<file path="src/rtl/wb_pkg.sv">
// rtl/wb_pkg.sv - shared widths, entry type and result select for the writeback commit queue
package wb_pkg;

    localparam int WB_DATA_WIDTH = 32;
    localparam int WB_REG_BITS   = 7;

    // One pending register-file write: destination index plus selected result
    typedef struct packed {
        logic [WB_REG_BITS-1:0]   addr;
        logic [WB_DATA_WIDTH-1:0] data;
    } wb_entry_t;

    // Pick the load result when muxD is set, otherwise the ALU result
    function automatic logic [WB_DATA_WIDTH-1:0] wb_select(
        input logic                     muxD,
        input logic [WB_DATA_WIDTH-1:0] dataD,
        input logic [WB_DATA_WIDTH-1:0] w
    );
        return muxD ? dataD : w;
    endfunction

endpackage

</file>
<file path="src/rtl/wb_fwd_match.sv">
// rtl/wb_fwd_match.sv - youngest-first associative lookup over pending queue entries
module wb_fwd_match #(
    parameter int DEPTH      = 4,
    parameter int REG_BITS   = 7,
    parameter int DATA_WIDTH = 32,
    parameter int PTR_BITS   = $clog2(DEPTH)
) (
    input  logic [REG_BITS-1:0]   ent_addr [DEPTH],
    input  logic [DATA_WIDTH-1:0] ent_data [DEPTH],
    input  logic [DEPTH-1:0]      valid,
    input  logic [PTR_BITS-1:0]   tail,
    input  logic [REG_BITS-1:0]   lookup,
    output logic                  hit,
    output logic [DATA_WIDTH-1:0] data
);

    logic [PTR_BITS-1:0] idx;

    // Walk backwards from the slot just before the tail so the first valid match is the youngest
    always_comb begin
        hit  = 1'b0;
        data = '0;
        idx  = '0;
        for (int k = 1; k <= DEPTH; k++) begin
            idx = tail - PTR_BITS'(k);
            if (!hit && valid[idx] && (ent_addr[idx] == lookup)) begin
                hit  = 1'b1;
                data = ent_data[idx];
            end
        end
    end

endmodule

</file>
<file path="src/rtl/wb_commit_queue.sv">
// rtl/wb_commit_queue.sv - in-order writeback FIFO draining into a granted register-file port
module wb_commit_queue
    import wb_pkg::*;
#(
    // Widths must stay equal to the package defaults because storage uses wb_entry_t
    parameter int DATA_WIDTH = WB_DATA_WIDTH,
    parameter int REG_BITS   = WB_REG_BITS,
    parameter int DEPTH      = 4
) (
    input  logic                  clk,
    input  logic                  reset,
    input  logic [DATA_WIDTH-1:0] W_dataD,
    input  logic [DATA_WIDTH-1:0] W_w,
    input  logic [REG_BITS-1:0]   W_regDst,
    input  logic                  W_MuxD,
    input  logic                  W_RF_wrd,
    output logic                  W_stall,
    output logic                  RF_we,
    output logic [REG_BITS-1:0]   RF_addr,
    output logic [DATA_WIDTH-1:0] RF_data,
    input  logic                  RF_grant,
    input  logic [REG_BITS-1:0]   fwd_addr_a,
    input  logic [REG_BITS-1:0]   fwd_addr_b,
    output logic                  fwd_hit_a,
    output logic                  fwd_hit_b,
    output logic [DATA_WIDTH-1:0] fwd_data_a,
    output logic [DATA_WIDTH-1:0] fwd_data_b,
    output logic                  wb_empty
);

    localparam int PW = $clog2(DEPTH);

    wb_entry_t             mem [DEPTH];
    logic [PW-1:0]         head;
    logic [PW-1:0]         tail;
    logic [PW:0]           count;
    logic                  full;
    logic                  empty;
    logic                  enq;
    logic                  deq;
    logic [DEPTH-1:0]      valid;
    logic [PW-1:0]         age;
    logic [REG_BITS-1:0]   ent_addr [DEPTH];
    logic [DATA_WIDTH-1:0] ent_data [DEPTH];

    // Full/empty come from the registered count only, so grant never reaches W_stall
    assign full     = (count == (PW+1)'(DEPTH));
    assign empty    = (count == '0);
    assign enq      = W_RF_wrd && !full;
    assign deq      = !empty && RF_grant;

    assign W_stall  = full;
    assign wb_empty = empty;
    assign RF_we    = !empty;
    assign RF_addr  = empty ? '0 : mem[head].addr;
    assign RF_data  = empty ? '0 : mem[head].data;

    // Pointer and occupancy bookkeeping; reset drops every pending write
    always_ff @(posedge clk or posedge reset) begin
        if (reset) begin
            head  <= '0;
            tail  <= '0;
            count <= '0;
        end else begin
            if (enq) tail <= tail + 1'b1;
            if (deq) head <= head + 1'b1;
            case ({enq, deq})
                2'b10:   count <= count + 1'b1;
                2'b01:   count <= count - 1'b1;
                default: count <= count;
            endcase
        end
    end

    // Entry storage needs no reset; occupancy alone decides what is live
    always_ff @(posedge clk) begin
        if (enq) begin
            mem[tail] <= '{addr: W_regDst, data: wb_select(W_MuxD, W_dataD, W_w)};
        end
    end

    // A slot is live when its distance from the head is below the count
    always_comb begin
        valid = '0;
        age   = '0;
        for (int i = 0; i < DEPTH; i++) begin
            age      = PW'(i) - head;
            valid[i] = ({1'b0, age} < count);
            ent_addr[i] = mem[i].addr;
            ent_data[i] = mem[i].data;
        end
    end

    wb_fwd_match #(
        .DEPTH      (DEPTH),
        .REG_BITS   (REG_BITS),
        .DATA_WIDTH (DATA_WIDTH)
    ) u_fwd_a (
        .ent_addr (ent_addr),
        .ent_data (ent_data),
        .valid    (valid),
        .tail     (tail),
        .lookup   (fwd_addr_a),
        .hit      (fwd_hit_a),
        .data     (fwd_data_a)
    );

    wb_fwd_match #(
        .DEPTH      (DEPTH),
        .REG_BITS   (REG_BITS),
        .DATA_WIDTH (DATA_WIDTH)
    ) u_fwd_b (
        .ent_addr (ent_addr),
        .ent_data (ent_data),
        .valid    (valid),
        .tail     (tail),
        .lookup   (fwd_addr_b),
        .hit      (fwd_hit_b),
        .data     (fwd_data_b)
    );

endmodule

</file>
<file path="config.mk">
export PLATFORM = sky130hd
export DESIGN_NAME = wb_commit_queue
export DESIGN_NICKNAME = d
export VERILOG_FILES = /design/src/rtl/wb_pkg.sv /design/src/rtl/wb_fwd_match.sv /design/src/rtl/wb_commit_queue.sv
export SDC_FILE = /design/constraint.sdc
export NUM_CORES = 1
export LEC_CHECK = 0
export ABC_CLOCK_PERIOD_IN_PS = 5800
export BUFFER_PORTS_ARGS = -buffer_cell sky130_fd_sc_hd__buf_2
export CORE_MARGIN = 1.5
export CORE_UTILIZATION = 52
export CTS_CLUSTER_SIZE = 16
export DETAILED_ROUTE_END_ITERATION = 16
export PLACE_DENSITY = 0.7
export SYNTH_ARGS = -nofsm -noshare
export SYNTH_HDL_FRONTEND = slang
export SYNTH_SLANG_ARGS = --single-unit
</file>
<file path="constraint.sdc">
create_clock -name clk -period 5.8 [get_ports clk]
set_input_delay 1.16 -clock clk [delete_from_list [all_inputs] [get_ports clk]]
set_output_delay 1.16 -clock clk [all_outputs]
set_load 0.02 [all_outputs]
</file>
==> flow_metrics.env, run 1 <==
export IMPL_synth_edf_count=156
export IMPL_wl_per_cell_um=24.6
export IMPL_grt_start_max_net_pins=65
export IMPL_crit_path_end_kind="output port"
export IMPL_grt_pass1_wl_mm=56.4
export IMPL_clock_sinks=163
export IMPL_r2r_end="mem[2][19]$_DFFE_PP_"
export IMPL_global_route_usage_total=0.284
export IMPL_clock_skew_ps=9.66
export IMPL_net_count_of_the_mapped_netlist=1105
export IMPL_crit_reg2reg_launch="tail[1]$_DFFE_PP0P_"
export IMPL_area_growth_syn_to_layout_pct=13.5
export IMPL_drc_errors=0
export IMPL_area_of_placed_instances_mm2=0.0144
export IMPL_p_int_uw=4790
export IMPL_io_pin_count=198
export IMPL_yosys_top_cells_area="sky130_fd_sc_hd__edfxtp_1 (36%), sky130_fd_sc_hd__mux4_2 (34%), sky130_fd_sc_hd__nor2_1 (3.6%), sky130_fd_sc_hd__xnor2_1 (3.5%), sky130_fd_sc_hd__o22ai_1 (2.9%)"
export IMPL_postSynthRegisterBits=163
export IMPL_critical_path_startpoint_type="flop"
export IMPL_critical_path_n_buffers_inverters=2
export IMPL_clk_root_buffer_cell="sky130_fd_sc_hd__clkbuf_16"
export IMPL_transition_time_at_the_pin_with_the_least_slew_margin_ps=1080
export IMPL_yosysTopAreaCellShare=0.356
export IMPL_timing_hold_violations_final=0
export IMPL_clock_tree_htree_level_count=4
export IMPL_finalSetupViolations=0
export IMPL_synthMostInstantiatedCell="sky130_fd_sc_hd__mux4_2"
export IMPL_share_seq_of_total_power=0.219
export IMPL_clock_path_buffers=2
export IMPL_clk_transition_reported_paths_ps=70
export IMPL_synth_lib_cells_used_distinct=49
export IMPL_globalRoute_totalOverflow=0
export IMPL_final_net_count=1243
export IMPL_max_cap_violations=0
export IMPL_numCtsBuffers=17
export IMPL_layout_cell_area_non_filler_mm2=0.0149
export IMPL_worst_hold_startpoint="count[0]$_DFFE_PP0P_"
export IMPL_synth_largest_area_cell="sky130_fd_sc_hd__edfxtp_1"
export IMPL_final_replace_weighted_congestion=0.895
export IMPL_cts_setup_buffers=0
export IMPL_power_share_combinational=0.654
export IMPL_worst_ir_drop_vdd_mv=0.355
export IMPL_insertion_delay_ps=440
export IMPL_post_route_min_period_ps=5600
export IMPL_die_h_um=162
export IMPL_cp_max_fo=30
export IMPL_drtPass1Iterations=5
export IMPL_setup_total_negative_slack_ps=0
export IMPL_rsz0062_at_grt="false"
export IMPL_critical_path_slowest_cell="sky130_fd_sc_hd__or3b_4"
export IMPL_worstHoldEndpoint="count[0]$_DFFE_PP0P_"
export IMPL_post_synth_cell_area_avg_um2=13.1
export IMPL_port_buffers=197
export IMPL_synth_yosys_seq_area_share=0.370
export IMPL_first_global_vias=9823
export IMPL_non_filler_instance_count_after_layout=1486
export IMPL_worstHoldPathType="reg -> reg"
export IMPL_status="finished clean"
export IMPL_required_ps=4640
export IMPL_total_number_of_yosys_warnings=0
export IMPL_leakage_power_uw=0.00525
export IMPL_final_max_slew_violation_count=0
export IMPL_worst_slew_margin_relative_to_its_limit=0.283
export IMPL_pwr_share_clk=0.127
export IMPL_syn_instance_count=1005
export IMPL_hpwlAfterDp_mm=24.1
export IMPL_wirelength_mm=36.6
export IMPL_yosys_top_cells_count="sky130_fd_sc_hd__mux4_2 (198), sky130_fd_sc_hd__edfxtp_1 (156), sky130_fd_sc_hd__nor2_1 (127)"
export IMPL_async_flop_share=0.0429
export IMPL_die_w_um=162
export IMPL_grt_antenna_before_repair=0
export IMPL_critPathTopFamily="simple AND/OR/NAND/NOR gates"
export IMPL_p_per_area_mw_per_mm2=576
export IMPL_worstPathArrival_ps=4440
export IMPL_cts_hold_fix_bufs=0
export IMPL_timing_critical_path_slowest_cell_delay_ps=660
export IMPL_worstPathCellList="inv_1 > ha_4 > mux4_2 > xnor2_1 > nand4_1 > or3_2 > or3b_4 > nor2_1 > o21ai_1 > buf_2"
export IMPL_tritoncts="done"
export IMPL_share_of_layout_cells_above_drive_strength_1=0.435
export IMPL_initial_utilization=0.527
export IMPL_fillers=2002
export IMPL_route_detailed_vias_per_inst=6.86
export IMPL_remaining_number_of_nets_flagged_by_the_antenna_check_after_routing=0
export IMPL_min_path_cells=1
export IMPL_post_cts_resized=0
export IMPL_maxClockFrequency_ghz=0.179
export IMPL_sw_frac_of_total=0.443
export IMPL_fp_rows=58
export IMPL_rrSetupSlack_ps=2550
export IMPL_via_count=10200
export IMPL_syn_area_mm2=0.0132
export IMPL_crit_type="reg -> out"
export IMPL_antennaDiodeCount=0
export IMPL_switching_power_uw=3800
export IMPL_fp_dieArea_mm2=0.0263
export IMPL_yosys_most_used_dff="sky130_fd_sc_hd__edfxtp_1"
export IMPL_post_route_period_util=0.965
export IMPL_placed_cells=1454
export IMPL_placeable_core_region_mm2=0.0250
export IMPL_drt_first_iter_violations=1228
export IMPL_ff2ff_path_depth=4
[how the worst max path moves through the flow]
| stage | start | end | slack (ps) | depth (start not counted) |
|---|---|---|---|---|
| floorplan | tail[1]$_DFFE_PP0P_ | fwd_data_b[21] | 680 | 14 |
| global placement | tail[0]$_DFFE_PP0P_ | fwd_data_a[30] | 750 | 9 |
| detailed placement | tail[1]$_DFFE_PP0P_ | fwd_data_b[29] | 690 | 12 |
| CTS | tail[1]$_DFFE_PP0P_ | fwd_data_b[29] | 210 | 12 |
| global route | tail[1]$_DFFE_PP0P_ | fwd_data_b[31] | 50 | 11 |
| finish | tail[1]$_DFFE_PP0P_ | fwd_data_b[31] | 200 | 10 |
[state kept, by name (all words and copies together) (netlist names)]
name	flops
count	3
head	2
mem	156
tail	2
[cell type report]
| cell class | count | area [µm²] | share of cell area |
|---|---|---|---|
| clock inverters | 14 | 133 | 0.00888 |
| flip-flops and latches | 163 | 4870 | 0.326 |
| clock buffers | 18 | 429 | 0.0287 |
| repair buffers | 220 | 1190 | 0.0798 |
| inverters | 11 | 41.3 | 0.00277 |
| multi-input cells | 730 | 7850 | 0.526 |
| well taps | 330 | 413 | 0.0277 |
[metal layers]
layer	global-route usage	up-vias	wire length, µm
li1	-	4299	-
met1	0.399	5179	14400
met2	0.463	647	18000
met3	0.0432	65	3400
met4	0.0830	0	856
met5	0	-	0
[metrics by stage]
stage          setup WS, ps  hold slack, ps  total power, µW  utilization
6_report                201             593             8590        0.598
5_1_grt                47.2             615             9060        0.598
4_1_cts                 209             596             8580        0.598
3_5_place_dp            685             588             7490        0.575
3_3_place_gp            746             578             7410        0.575
2_1_floorplan           679             521             6180            -
[worst register-to-register path, cell delays in order, from the launching register on]
cell                      delay (ps)
sky130_fd_sc_hd__dfrtp_4         650
sky130_fd_sc_hd__buf_4           900
sky130_fd_sc_hd__ha_1            320
sky130_fd_sc_hd__and2_2          550
sky130_fd_sc_hd__buf_4           480
[power groups by stage]
| stage | logic, µW | registers [µW] | clock network, µW |
|---|---|---|---|
| floorplan | 4440 | 1740 | 0 |
| global placement | 5530 | 1880 | 0 |
| detailed placement | 5580 | 1900 | 0 |
| CTS | 5610 | 1880 | 1100 |
| global route | 5990 | 1920 | 1150 |
| finish | 5620 | 1880 | 1090 |
[cell families after synthesis]
family,synth area share
adders and majority gates,0.0101
and+or+nand+nor,0.0960
xor gates and xnor gates,0.0420
AOI/OAI and AO/OA,0.0732
DFF,0.370
buffers and inverters,0.0381
muxes,0.371
[layout by cell type (no fill, tap or decap), types with 3 or more instances in the layout]
cell type                    instances
sky130_fd_sc_hd__nor2b_1            43
sky130_fd_sc_hd__o21a_1              4
sky130_fd_sc_hd__o21ai_0             4
sky130_fd_sc_hd__xor2_1             10
sky130_fd_sc_hd__inv_1               9
sky130_fd_sc_hd__nand2_1            68
sky130_fd_sc_hd__buf_4              19
sky130_fd_sc_hd__or3_2               3
sky130_fd_sc_hd__clkbuf_16          17
sky130_fd_sc_hd__nand4_1             6
sky130_fd_sc_hd__ha_1                8
sky130_fd_sc_hd__o2bb2ai_1          32
sky130_fd_sc_hd__and2_2              4
sky130_fd_sc_hd__dfrtp_1             3
sky130_fd_sc_hd__edfxtp_1          156
sky130_fd_sc_hd__clkinv_4            4
sky130_fd_sc_hd__o22ai_1            61
sky130_fd_sc_hd__nor3_1              5
sky130_fd_sc_hd__dfrtp_4             3
sky130_fd_sc_hd__xnor2_1            53
sky130_fd_sc_hd__nand3_1             8
sky130_fd_sc_hd__clkinvlp_4          3
sky130_fd_sc_hd__mux2_2             32
sky130_fd_sc_hd__nor2_1            127
sky130_fd_sc_hd__buf_2             197
sky130_fd_sc_hd__mux4_2            198
sky130_fd_sc_hd__o21ai_1            30
(Power assumes the default switching activity.)
==> inputs of run 2 (changes only) <==
Settings changed: CELL_PAD_IN_SITES_DETAIL_PLACEMENT set to 1, CELL_PAD_IN_SITES_GLOBAL_PLACEMENT set to 1, CORE_UTILIZATION 52 to 48, CTS_CLUSTER_SIZE 16 to 28, PLACE_DENSITY 0.7 to 0.78.
==> run 2 against run 1 <==
- sequential power hardly changed
- largest power group unchanged
- die area rose by 8.2%
- flip-flop and latch count unchanged
==> flow_metrics.env, run 2 (synthesized netlist as in run 1, its figures left out) <==
export IMPL_power_total_uw=8890
export IMPL_startpoint="head[1]$_DFFE_PP0P_"
export IMPL_insertion_delay_ps=440
export IMPL_wl_per_cell_um=27.8
export IMPL_remaining_number_of_nets_flagged_by_the_antenna_check_after_routing=0
export IMPL_share_seq_of_total_power=0.214
export IMPL_grt_pass1_wl_mm=63.6
export IMPL_drt_first_iter_violations=1068
export IMPL_ff_latch_area_mm2=0.00487
export IMPL_drc_errors=0
export IMPL_clock_path_buffers=2
export IMPL_route_detailed_vias_per_inst=6.91
export IMPL_maxClockFrequency_ghz=0.178
export IMPL_pwr_share_clk=0.136
export IMPL_place_worst_setup_slack_ps=644
export IMPL_fillers=2673
export IMPL_share_of_layout_cells_above_drive_strength_1=0.438
export IMPL_post_route_min_period_ps=5600
export IMPL_area_growth_syn_to_layout_pct=14.2
export IMPL_worst_slew_margin_relative_to_its_limit=0.276
export IMPL_clk_transition_reported_paths_ps=80
export IMPL_placeable_core_region_mm2=0.0270
export IMPL_wirelength_mm=41.8
export IMPL_via_count=10400
export IMPL_layout_commonest_cell="sky130_fd_sc_hd__mux4_2"
export IMPL_drtPass1Iterations=5
export IMPL_fp_dieArea_mm2=0.0284
export IMPL_required_ps=4640
export IMPL_area_occupied_by_multi_input_gates_mm2=0.00785
export IMPL_die_h_um=169
export IMPL_setup_total_negative_slack_ps=0
export IMPL_rsz0062_at_grt="false"
export IMPL_leakage_power_uw=0.00530
export IMPL_worst_ir_drop_vdd_mv=0.295
export IMPL_worstHoldPathType="in -> async"
export IMPL_hpwlAfterDp_mm=27.6
export IMPL_grt_start_max_net_pins=63
export IMPL_grt_antenna_before_repair=1
export IMPL_max_cap_violations=0
export IMPL_sw_frac_of_total=0.448
export IMPL_globalRoute_totalOverflow=0
export IMPL_crit_reg2reg_launch="tail[0]$_DFFE_PP0P_"
export IMPL_crit_type="reg -> out"
export IMPL_tritoncts="done"
export IMPL_io_pin_count=198
export IMPL_port_buffers=197
export IMPL_layout_cells_most_common_list="sky130_fd_sc_hd__mux4_2 (198), sky130_fd_sc_hd__buf_2 (197), sky130_fd_sc_hd__edfxtp_1 (156)"
export IMPL_p_per_area_mw_per_mm2=592
export IMPL_global_route_usage_total=0.299
export IMPL_clock_skew_ps=19.0
export IMPL_fp_rows=60
export IMPL_switching_power_uw=3990
export IMPL_clock_tree_htree_level_count=4
export IMPL_first_global_vias=10800
export IMPL_crit_path_end_kind="output port"
export IMPL_timing_hold_violations_final=0
export IMPL_clock_sinks=163
export IMPL_critical_path_startpoint_type="flop"
export IMPL_worstPathArrival_ps=4440
export IMPL_timing_final_ws_setup_ps=196
export IMPL_antennaDiodeCount=0
export IMPL_final_core_utilization=0.557
export IMPL_largest_reg_flops=156
export IMPL_die_w_um=169
export IMPL_status="finished clean"
export IMPL_post_route_period_util=0.966
export IMPL_final_net_count=1247
export IMPL_max_flop_register="mem"
export IMPL_clk_root_buffer_cell="sky130_fd_sc_hd__clkbuf_16"
export IMPL_cts_hold_fix_bufs=0
export IMPL_numCtsBuffers=17
export IMPL_layout_cell_area_non_filler_mm2=0.0150
export IMPL_top_regs="mem x156, count x3"
export IMPL_final_replace_weighted_congestion=0.890
export IMPL_p_int_uw=4900
export IMPL_area_of_placed_instances_mm2=0.0144
export IMPL_final_max_slew_violation_count=0
export IMPL_cp_max_fo=32
export IMPL_transition_time_at_the_pin_with_the_least_slew_margin_ps=1080
export IMPL_finalSetupViolations=0
export IMPL_initial_utilization=0.488
export IMPL_power_share_combinational=0.650
-- run 2: what timing repair did --
action,CTS,global route
endpoints found under the setup margin,0,8
gates resized for setup,0,1
setup buffers,0,2
-- run 2: final timing paths --
check | endpoint | cells after the start | slack, ps
max in group asynchronous | head[1]$_DFFE_PP0P_ | 2 | 4890
max reg2reg | mem[1][12]$_DFFE_PP_ | 5 | 2790
min in group clk | count[0]$_DFFE_PP0P_ | 1 | 690
min | tail[0]$_DFFE_PP0P_ | 2 | 640
min reg2reg | count[0]$_DFFE_PP0P_ | 1 | 690
max | fwd_data_a[16] | 10 | 200
-- run 2: power groups by stage --
| stage | Sequential (µW) | Combinational, µW | Clock [µW] |
|---|---|---|---|
| floorplan | 1740 | 4440 | 0 |
| global placement | 1900 | 5570 | 0 |
| detailed placement | 1950 | 5670 | 0 |
| CTS | 1920 | 5720 | 1220 |
| global route | 1940 | 6160 | 1260 |
| finish | 1900 | 5780 | 1210 |
-- run 2: area by class of cell --
type                    instances  share of cell area
repair buffers                224              0.0807
clock inverters                15              0.0127
flip-flops and latches        163               0.324
clock buffers                  17              0.0283
well taps                     341              0.0284
multi-input cells             730               0.523
inverters                      11             0.00275
-- run 2: stage by stage --
stage	hold WS [ps]	cells
after global placement	606	1467
after floorplan	521	1005
after global routing	650	1501
after detailed placement	607	1467
final	643	1501
after CTS	643	1499
-- run 2: metal layers --
metal,global-route usage,up-vias,share of wire
li1,-,4311,-
met1,0.376,5383,0.38
met2,0.514,585,0.51
met3,0.0613,86,0.087
met4,0.111,0,0.031
met5,0,-,0
-- run 2: worst max-delay path: stages, from the launching register on --
cell,delay (ps)
sky130_fd_sc_hd__dfrtp_4,590
sky130_fd_sc_hd__xnor2_1,250
sky130_fd_sc_hd__inv_1,70
sky130_fd_sc_hd__ha_1,310
sky130_fd_sc_hd__a31o_2,270
sky130_fd_sc_hd__mux4_2,500
sky130_fd_sc_hd__or3_2,790
sky130_fd_sc_hd__o21a_1,220
sky130_fd_sc_hd__and3_2,520
sky130_fd_sc_hd__o2bb2ai_1,300
sky130_fd_sc_hd__buf_2,180
